File: config.mk
export PLATFORM = sky130hd
export DESIGN_NAME = pipe_stage_reg
export DESIGN_NICKNAME = d
export VERILOG_FILES = /design/src/rtl/pipe_stage_reg.sv
export SDC_FILE = /design/constraint.sdc
export NUM_CORES = 1
export LEC_CHECK = 0
export CORE_MARGIN = 2
export CORE_UTILIZATION = 43
export DETAILED_ROUTE_END_ITERATION = 12
export PLACE_DENSITY = 0.85
export SLEW_MARGIN = 10
export SYNTH_ARGS = -nofsm -noshare
export SYNTH_HDL_FRONTEND = slang
export SYNTH_SLANG_ARGS = --single-unit
File: constraint.sdc
create_clock -name clk_i -period 4.3 [get_ports clk_i]
set_input_delay 0.43 -clock clk_i [delete_from_list [all_inputs] [get_ports clk_i]]
set_output_delay 0.43 -clock clk_i [all_outputs]
set_load 0.1 [all_outputs]
File: src/rtl/pipe_stage_reg.sv
// Pipeline stage register with valid/ready flow control, flush-to-NOP, bubbles and a
// saturating stall counter. Define PIPE_STAGE_SKID_EN to add a one-entry skid buffer.
module pipe_stage_reg #(
  parameter int              XLEN      = 32,
  parameter int              SIDE_W    = 8,
  parameter logic [XLEN-1:0] NOP_INSTR = 32'h00000013,
  parameter int              CNT_W     = 16
) (
  input  logic              clk_i,
  input  logic              reset_i,
  input  logic              valid_i,
  output logic              ready_o,
  input  logic [XLEN-1:0]   instr_i,
  input  logic [XLEN-1:0]   pc_i,
  input  logic [SIDE_W-1:0] side_i,
  input  logic              flush_i,
  output logic              valid_o,
  input  logic              ready_i,
  output logic [XLEN-1:0]   instr_o,
  output logic [XLEN-1:0]   pc_o,
  output logic [SIDE_W-1:0] side_o,
  output logic [CNT_W-1:0]  stall_cnt_o
);

  localparam logic [CNT_W-1:0] CNT_MAX = '1;
  localparam logic [CNT_W-1:0] CNT_ONE = CNT_W'(1);

  logic              r_m_valid;
  logic [XLEN-1:0]   r_m_instr;
  logic [XLEN-1:0]   r_m_pc;
  logic [SIDE_W-1:0] r_m_side;
  logic [CNT_W-1:0]  r_stall_cnt;

  logic              w_ready;
  logic              w_up;
  logic              w_dn;
  logic              w_m_load;
  logic              w_m_bubble;
  logic [XLEN-1:0]   w_m_instr;
  logic [XLEN-1:0]   w_m_pc;
  logic [SIDE_W-1:0] w_m_side;

  assign w_up = valid_i && w_ready;
  assign w_dn = r_m_valid && ready_i;

`ifdef PIPE_STAGE_SKID_EN
  logic              r_s_valid;
  logic [XLEN-1:0]   r_s_instr;
  logic [XLEN-1:0]   r_s_pc;
  logic [SIDE_W-1:0] r_s_side;
  logic              w_s_load;
  logic              w_s_clr;

  // ready depends only on state (and flush), never on ready_i
  assign w_ready = flush_i || !r_s_valid;

  always_comb begin
    w_m_load   = 1'b0;
    w_m_bubble = 1'b0;
    w_m_instr  = instr_i;
    w_m_pc     = pc_i;
    w_m_side   = side_i;
    w_s_load   = 1'b0;
    w_s_clr    = 1'b0;
    if (r_s_valid) begin
      // S full blocks upstream; drain it into M first to keep order
      if (w_dn) begin
        w_m_load  = 1'b1;
        w_m_instr = r_s_instr;
        w_m_pc    = r_s_pc;
        w_m_side  = r_s_side;
        w_s_clr   = 1'b1;
      end
    end else if (w_up) begin
      if (!r_m_valid || ready_i) w_m_load = 1'b1;
      else                       w_s_load = 1'b1;
    end else if (w_dn) begin
      w_m_bubble = 1'b1;
    end
  end

  always_ff @(posedge clk_i) begin
    if (reset_i) begin
      r_s_valid <= 1'b0;
      r_s_instr <= NOP_INSTR;
      r_s_pc    <= '0;
      r_s_side  <= '0;
    end else if (flush_i || w_s_clr) begin
      r_s_valid <= 1'b0;
    end else if (w_s_load) begin
      r_s_valid <= 1'b1;
      r_s_instr <= instr_i;
      r_s_pc    <= pc_i;
      r_s_side  <= side_i;
    end
  end
`else
  assign w_ready = flush_i || !r_m_valid || ready_i;

  always_comb begin
    w_m_load   = 1'b0;
    w_m_bubble = 1'b0;
    w_m_instr  = instr_i;
    w_m_pc     = pc_i;
    w_m_side   = side_i;
    if (w_up)      w_m_load   = 1'b1;
    else if (w_dn) w_m_bubble = 1'b1;
  end
`endif

  // flush keeps pc/side so the killed slot still shows where it came from
  always_ff @(posedge clk_i) begin
    if (reset_i) begin
      r_m_valid <= 1'b0;
      r_m_instr <= NOP_INSTR;
      r_m_pc    <= '0;
      r_m_side  <= '0;
    end else if (flush_i || w_m_bubble) begin
      r_m_valid <= 1'b0;
      r_m_instr <= NOP_INSTR;
    end else if (w_m_load) begin
      r_m_valid <= 1'b1;
      r_m_instr <= w_m_instr;
      r_m_pc    <= w_m_pc;
      r_m_side  <= w_m_side;
    end
  end

  always_ff @(posedge clk_i) begin
    if (reset_i)
      r_stall_cnt <= '0;
    else if (r_m_valid && !ready_i && !flush_i && r_stall_cnt != CNT_MAX)
      r_stall_cnt <= r_stall_cnt + CNT_ONE;
  end

  assign ready_o     = w_ready;
  assign valid_o     = r_m_valid;
  assign instr_o     = r_m_instr;
  assign pc_o        = r_m_pc;
  assign side_o      = r_m_side;
  assign stall_cnt_o = r_stall_cnt;

endmodule
==> results of run 1 <==
==> final cells by class <==
cell class                      count  area (sq um)
Tap cell                          102         127.6
Inverter                            5         18.77
Timing Repair Buffer              169          1679
Clock buffer                       10         127.6
Multi-Input combinational cell    300          1493
Sequential cell                    89          1782
Clock inverter                      6         65.06
Fill cell                         625          2395
==> critical path, cell delays in order <==
cell and delay, ns:
clkdlybuf4s50_1 0.60, nor3b_4 0.09, inv_2 0.12, clkdlybuf4s50_1 1.16
==> worst max-delay path by stage <==
stage	to	slack, ns	cells after the start
floorplan	stall_cnt_o[15]	1.89	4
global placement	ready_o	1.50	4
detailed placement	ready_o	1.47	4
CTS	ready_o	1.46	4
global route	ready_o	1.39	4
finish	ready_o	1.47	4
==> kinds of logic (layout without fill, tap and decap cells) <==
logic type / count (synthesis) / after routing / synth area share
DFF: 89 / 89 / 0.5237
muxes: 3 / 3 / 0.009929
buffers and inverters: 32 / 190 / 0.04082
adders and majority gates: 1 / 1 / 0.003677
xor gates and xnor gates: 1 / 1 / 0.002575
and+or+nand+nor: 199 / 199 / 0.2674
AOI/OAI and AO/OA: 96 / 96 / 0.1519
==> synthesized netlist by cell type, types with 2 or more instances <==
master    number
mux2_1         2
nor2_1         8
nand2_1      151
or3_1          5
clkbuf_1      12
nand3b_1       3
nand4_2        2
dfxtp_1       89
nand4_1        3
o21ai_0        4
o31ai_1        3
nor3_1         2
a21oi_1       79
inv_1          4
nor2b_1        4
o21ai_1        3
nand3_1        5
or4_1          3
nor4_2         3
nor4_1         2
buf_2         15
==> routing by layer <==
layer | global-route usage | share of wire | wire [um]
met5 | 0 | 0 | 0
met1 | 0.2617 | 0.42 | 4106
met3 | 0.05533 | 0.065 | 625
met4 | 0.09191 | 0.023 | 222
met2 | 0.3798 | 0.49 | 4719
==> power groups by stage <==
stage | sequential [W] | combinational (W) | clock (W)
2_1_floorplan | 0.00108 | 0.0000713 | 0
3_3_place_gp | 0.000883 | 0.000407 | 0
3_5_place_dp | 0.000885 | 0.000412 | 0
4_1_cts | 0.000866 | 0.000413 | 0.000581
5_1_grt | 0.000870 | 0.000431 | 0.000619
6_report | 0.000866 | 0.000412 | 0.000570
==> sequential cells by signal, indices dropped and copies added, names as in the netlist <==
register     flops
valid_o          1
side_o           8
stall_cnt_o     16
instr_o         32
pc_o            32
==> layout by cell type (no fill, tap or decap), types with 2 or more instances in the layout <==
cell and count:
nand3_1 5, nor4_1 2, nor2b_1 4, clkbuf_8 9, nor2_1 8, nor4_2 3
nand3b_1 3, a21oi_1 79, o31ai_1 3, dfxtp_1 89, buf_4 3, o21ai_0 4
or3_1 5, nor3_1 2, nand4_2 2, nand2_1 151, inv_6 2, inv_1 4
mux2_1 2, nand4_1 3, or4_1 3, clkdlybuf4s50_1 165, o21ai_1 2, clkinv_2 2
==> stage by stage <==
step | hold WS [ns] | area, sq um | instances
after floorplan | 0.5093 | 3402 | 421
after CTS | 0.4574 | 5285 | 681
after global routing | 0.4756 | 5293 | 681
final | 0.4542 | 5293 | 681
after detailed placement | 0.4457 | 5092 | 665
after global placement | 0.4405 | 5092 | 665
==> flow_summary.json, run 1 <==
{
  "drc_errors": 0,
  "maxSlewViolCount": 0,
  "start_util": 0.4425,
  "ctsResizeCount": 0,
  "synth_warnings": 0,
  "layout_setup_ws_ns": 1.472,
  "r2r_cells": 5,
  "min_path_cells": 2,
  "grt_pass1_vias": 3303,
  "via_per_inst": 4.981,
  "clockPowerShare": 0.309,
  "drt-pass1-iter-count": 4,
  "ios": 167,
  "routabilityCongestion": 0.7737,
  "hold_buffers": 0,
  "synth_edf_count": 0,
  "ys_types": 40,
  "worst_pin_slew_ns": 1.107,
  "syn2layout_area_growth_pct": 55.57,
  "regToRegSetupSlack_ns": 2.28,
  "die_width_um": 92.95,
  "synth-async-reset-ratio": 0,
  "fin_nets": 652,
  "grt_max_degree": 62,
  "p_sw_frac": 0.3234,
  "fin_tns_setup_ns": 0,
  "h-tree-depth": 3,
  "placement.io_buffers": 166,
  "grt_pass1_wl_mm": 15.25,
  "vias": 3392,
  "max_freq_ghz": 0.3536,
  "seq_power_share": 0.469,
  "crit_arrival_ns": 2.40,
  "dp_hpwl_mm": 7.088,
  "die_y_um": 92.95,
  "cts_buffer_depth": 2,
  "cts_setup_buffers": 0,
  "grt_antenna_before_repair": 0,
  "ant_nets": 0,
  "status": "complete, no violations",
  "ys_top_cells_by_area": "dfxtp_1 52%, nand2_1 17%, a21oi_1 12%",
  "cts_root_buf": "clkbuf_8",
  "cellInternalPower_w": 0.001250,
  "syn_area_sq_um": 3402,
  "gr-usage-all-layers": 0.2209,
  "crit_start": "flush_i",
  "final_hold_viol_count": 0,
  "ir_drop_mv": 0.2037,
  "cts_sinks": 89,
  "startpoint_type": "input port",
  "skew_ns": 0.01331,
  "crit_path_end_kind": "output port",
  "routed_wirelength_mm": 9.674,
  "synth_top_cell_by_area": "dfxtp_1",
  "r2r_end": "instr_o[11]",
  "clk_latency_ns": 0.35,
  "hold_class": "reg -> reg",
  "ys_seq_area_frac": 0.5237,
  "synth_top_area_frac": 0.5237,
  "fin_crit_ns": 2.828,
  "rows": 32,
  "ys.flop_type": "dfxtp_1",
  "cp.required_ns": 3.87,
  "finalPower_w": 0.001848,
  "drt_iter0_drc": 78,
  "core-area_sq_um": 7687,
  "critPathKind": "in -> out",
  "worstHoldEndpoint": "pc_o[21]",
  "diodes": 0,
  "p_leak_nw": 1.876,
  "utilization": 0.6885,
  "rsz0062_at_grt": "false",
  "hp-start": "pc_o[21]",
  "cap_violations": 0,
  "clk_pin_slew_ns": 0.08,
  "crit_path_max_fanout": 9,
  "dpl_worst_slack_ns": 1.475,
  "fin_crit_sh": 0.6577,
  "relSlewSlack": 0.2619,
  "setup_viol": 0,
  "ys_seq_elements": 89,
  "syn_avg_cell_area_sq_um": 8.081,
  "drive_gt1_frac": 0.05527,
  "power_frac_comb": 0.223,
  "power_per_cell_area_nw_per_um2": 349.1,
  "worstReg2RegStart": "valid_o",
  "grt_overflow": 0,
  "cts_made_buffers": 9,
  "p_sw_w": 0.0005976,
  "die_area_sq_um": 8639,
  "synth_nets": 499,
  "cts_tree": "yes",
  "wl_per_cell_um": 14.21,
  "syn-instance-count": 421
}
Power figures use the tool's default switching activity.
==> run 2: changes to the inputs <==
--- a/config.mk
+++ b/config.mk
@@ -6,9 +6,9 @@
 export NUM_CORES = 1
 export LEC_CHECK = 0
 export CORE_MARGIN = 2
-export CORE_UTILIZATION = 43
+export CORE_UTILIZATION = 36
 export DETAILED_ROUTE_END_ITERATION = 12
-export PLACE_DENSITY = 0.85
+export PLACE_DENSITY = 0.76
 export SLEW_MARGIN = 10
 export SYNTH_ARGS = -nofsm -noshare
 export SYNTH_HDL_FRONTEND = slang
==> constraint.sdc (replaced) <==
create_clock -name clk_i -period 2.5 [get_ports clk_i]
set_input_delay 0.25 -clock clk_i [delete_from_list [all_inputs] [get_ports clk_i]]
set_output_delay 0.25 -clock clk_i [all_outputs]
set_load 0.1 [all_outputs]
==> run 2 against run 1 <==
Against the previous run:
- register-to-register slack worse by 1.6 ns
- global-route usage is 4.5 points lower
- cell count is 2.1% higher
- non-clock buffer count is 5 higher
- total power is 69% higher
- sequential power is 72% higher
- clock power is 65% higher
- highest routed layer unchanged
==> flow_summary.json, run 2 (synthesis results as in run 1) <==
{
  "status": "complete, no violations",
  "p_leak_nw": 2.072,
  "skew_ns": 0.01225,
  "fillers": 845,
  "r2r_cells": 5,
  "cts_buffer_depth": 2,
  "ctsResizeCount": 0,
  "h-tree-depth": 3,
  "startpoint_type": "register",
  "vias": 3425,
  "clk_pin_slew_ns": 0.09,
  "ant_nets": 0,
  "worst_pin_slew_ns": 0.4771,
  "drt_iter0_drc": 125,
  "diodes": 0,
  "fin_nets": 657,
  "fin_crit_ns": 1.855,
  "worstHoldEndpoint": "stall_cnt_o[7]",
  "critPathKind": "reg -> reg",
  "via_per_inst": 4.928,
  "cts_sinks": 89,
  "dp_hpwl_mm": 6.661,
  "wl_per_cell_um": 13.55,
  "cts_setup_buffers": 0,
  "crit_path_end_kind": "register",
  "hold_buffers": 0,
  "die_area_sq_um": 10240,
  "mostFrequentLayoutCells": "151 x nand2_1, 96 x buf_4, 89 x dfxtp_1",
  "fin_tns_setup_ns": 0,
  "die_width_um": 101.2,
  "drc_errors": 0,
  "grt_pass1_wl_mm": 14.57,
  "fin_crit_sh": 0.7420,
  "ios": 167,
  "cp.required_ns": 2.77,
  "gr-usage-all-layers": 0.1763,
  "cts_tree": "yes",
  "maxSlewViolCount": 0,
  "placement.io_buffers": 166,
  "routabilityCongestion": 0.7471,
  "r2r_end": "stall_cnt_o[14]",
  "rsz0062_at_grt": "false",
  "cts_made_buffers": 9,
  "final_area_sq_um": 5126,
  "final_hold_viol_count": 0,
  "relSlewSlack": 0.6819,
  "grt_max_degree": 48,
  "power_per_cell_area_nw_per_um2": 610.2,
  "ir_drop_mv": 0.2951,
  "drive_gt1_frac": 0.2192,
  "grt_pass1_vias": 3119,
  "start_util": 0.3699,
  "die_y_um": 101.2,
  "slowest_delay_ns": 0.47,
  "syn2layout_area_growth_pct": 50.68,
  "drt-pass1-iter-count": 5,
  "dpl.cell_count": 679,
  "max_freq_ghz": 0.5391,
  "setup_viol": 0,
  "hp-start": "reset_i",
  "clk_latency_ns": 0.35,
  "grt_overflow": 0,
  "cts_root_buf": "clkbuf_8",
  "slowest_stage": "dfxtp_1",
  "crit_arrival_ns": 2.12,
  "regToRegSetupSlack_ns": 0.64,
  "post_dp_cell_area_sq_um": 4941,
  "grt_antenna_before_repair": 0,
  "worstReg2RegStart": "stall_cnt_o[0]",
  "core-area_sq_um": 9196,
  "hold_class": "in -> reg",
  "min_path_cells": 3,
  "cap_violations": 0,
  "crit_path_cell_trace": "ha_1 -> nand4bb_1 -> nor4_2 -> a31oi_1 -> a211oi_1",
  "routed_wirelength_mm": 9.414,
  "crit_path_max_fanout": 7,
  "final_common_cell": "nand2_1",
  "rows": 35,
  "final_cell_count_no_fill": 695
}
==> run 2: changes by cell type in the layout (fill, tap and decap cells not counted), sizes merged <==
cell | before | now
buf | 4 | 99
clkdlybuf4s50 | 165 | 75
bufinv | 1 | 0
inv | 7 | 8
==> run 2: cell type report <==
class | count | area [sq um] | share of cell area
Clock inverter | 6 | 47.55 | 0.009275
Tap cell | 111 | 138.9 | 0.02709
Timing Repair Buffer | 174 | 1516 | 0.2958
Multi-Input combinational cell | 300 | 1485 | 0.2897
Sequential cell | 89 | 1782 | 0.3476
Clock buffer | 10 | 137.6 | 0.02685
Inverter | 5 | 18.77 | 0.003661
==> run 2: stage by stage <==
stage,hold WS (ns),setup WS (ns),power [W],utilization
finish,0.3653,0.6449,0.003128,0.5574
global placement,0.4423,0.4793,0.002216,0.5373
floorplan,0.3293,0.08535,0.001988,-
CTS,0.3412,0.6332,0.003164,0.5574
detailed placement,0.4481,0.4510,0.002223,0.5373
global route,0.3764,0.4355,0.003261,0.5574
==> run 2: worst max-delay path, delay by kind of cell (launching register included) <==
family	cells	cell delay, ns
adder cells (fa/ha/maj)	1	0.28
flip-flops	1	0.47
AO/OA/AOI/OAI	2	0.34
AND/OR/NAND/NOR	2	0.68
==> run 2: power breakdown <==
part	switching [W]	internal, W
Sequential	0.0000264	0.00146
Combinational	0.000487	0.000208
Clock	0.000541	0.000400
==> run 2: layer usage <==
layer  part of all wire  track usage  wire, um
met1               0.44       0.2162      4122
met2               0.48       0.3057      4562
met4              0.013      0.06133       119
met3              0.065      0.03865       609
met5                  0            0         0
==> run 2: worst max path at each step <==
stage | end | cells past startpoint | start
finish | stall_cnt_o[14] | 5 | stall_cnt_o[0]
global placement | stall_cnt_o[11] | 5 | ready_i
detailed placement | pc_o[26] | 7 | flush_i
global route | stall_cnt_o[14] | 5 | stall_cnt_o[0]
CTS | stall_cnt_o[14] | 5 | stall_cnt_o[0]
floorplan | stall_cnt_o[15] | 4 | stall_cnt_o[6]
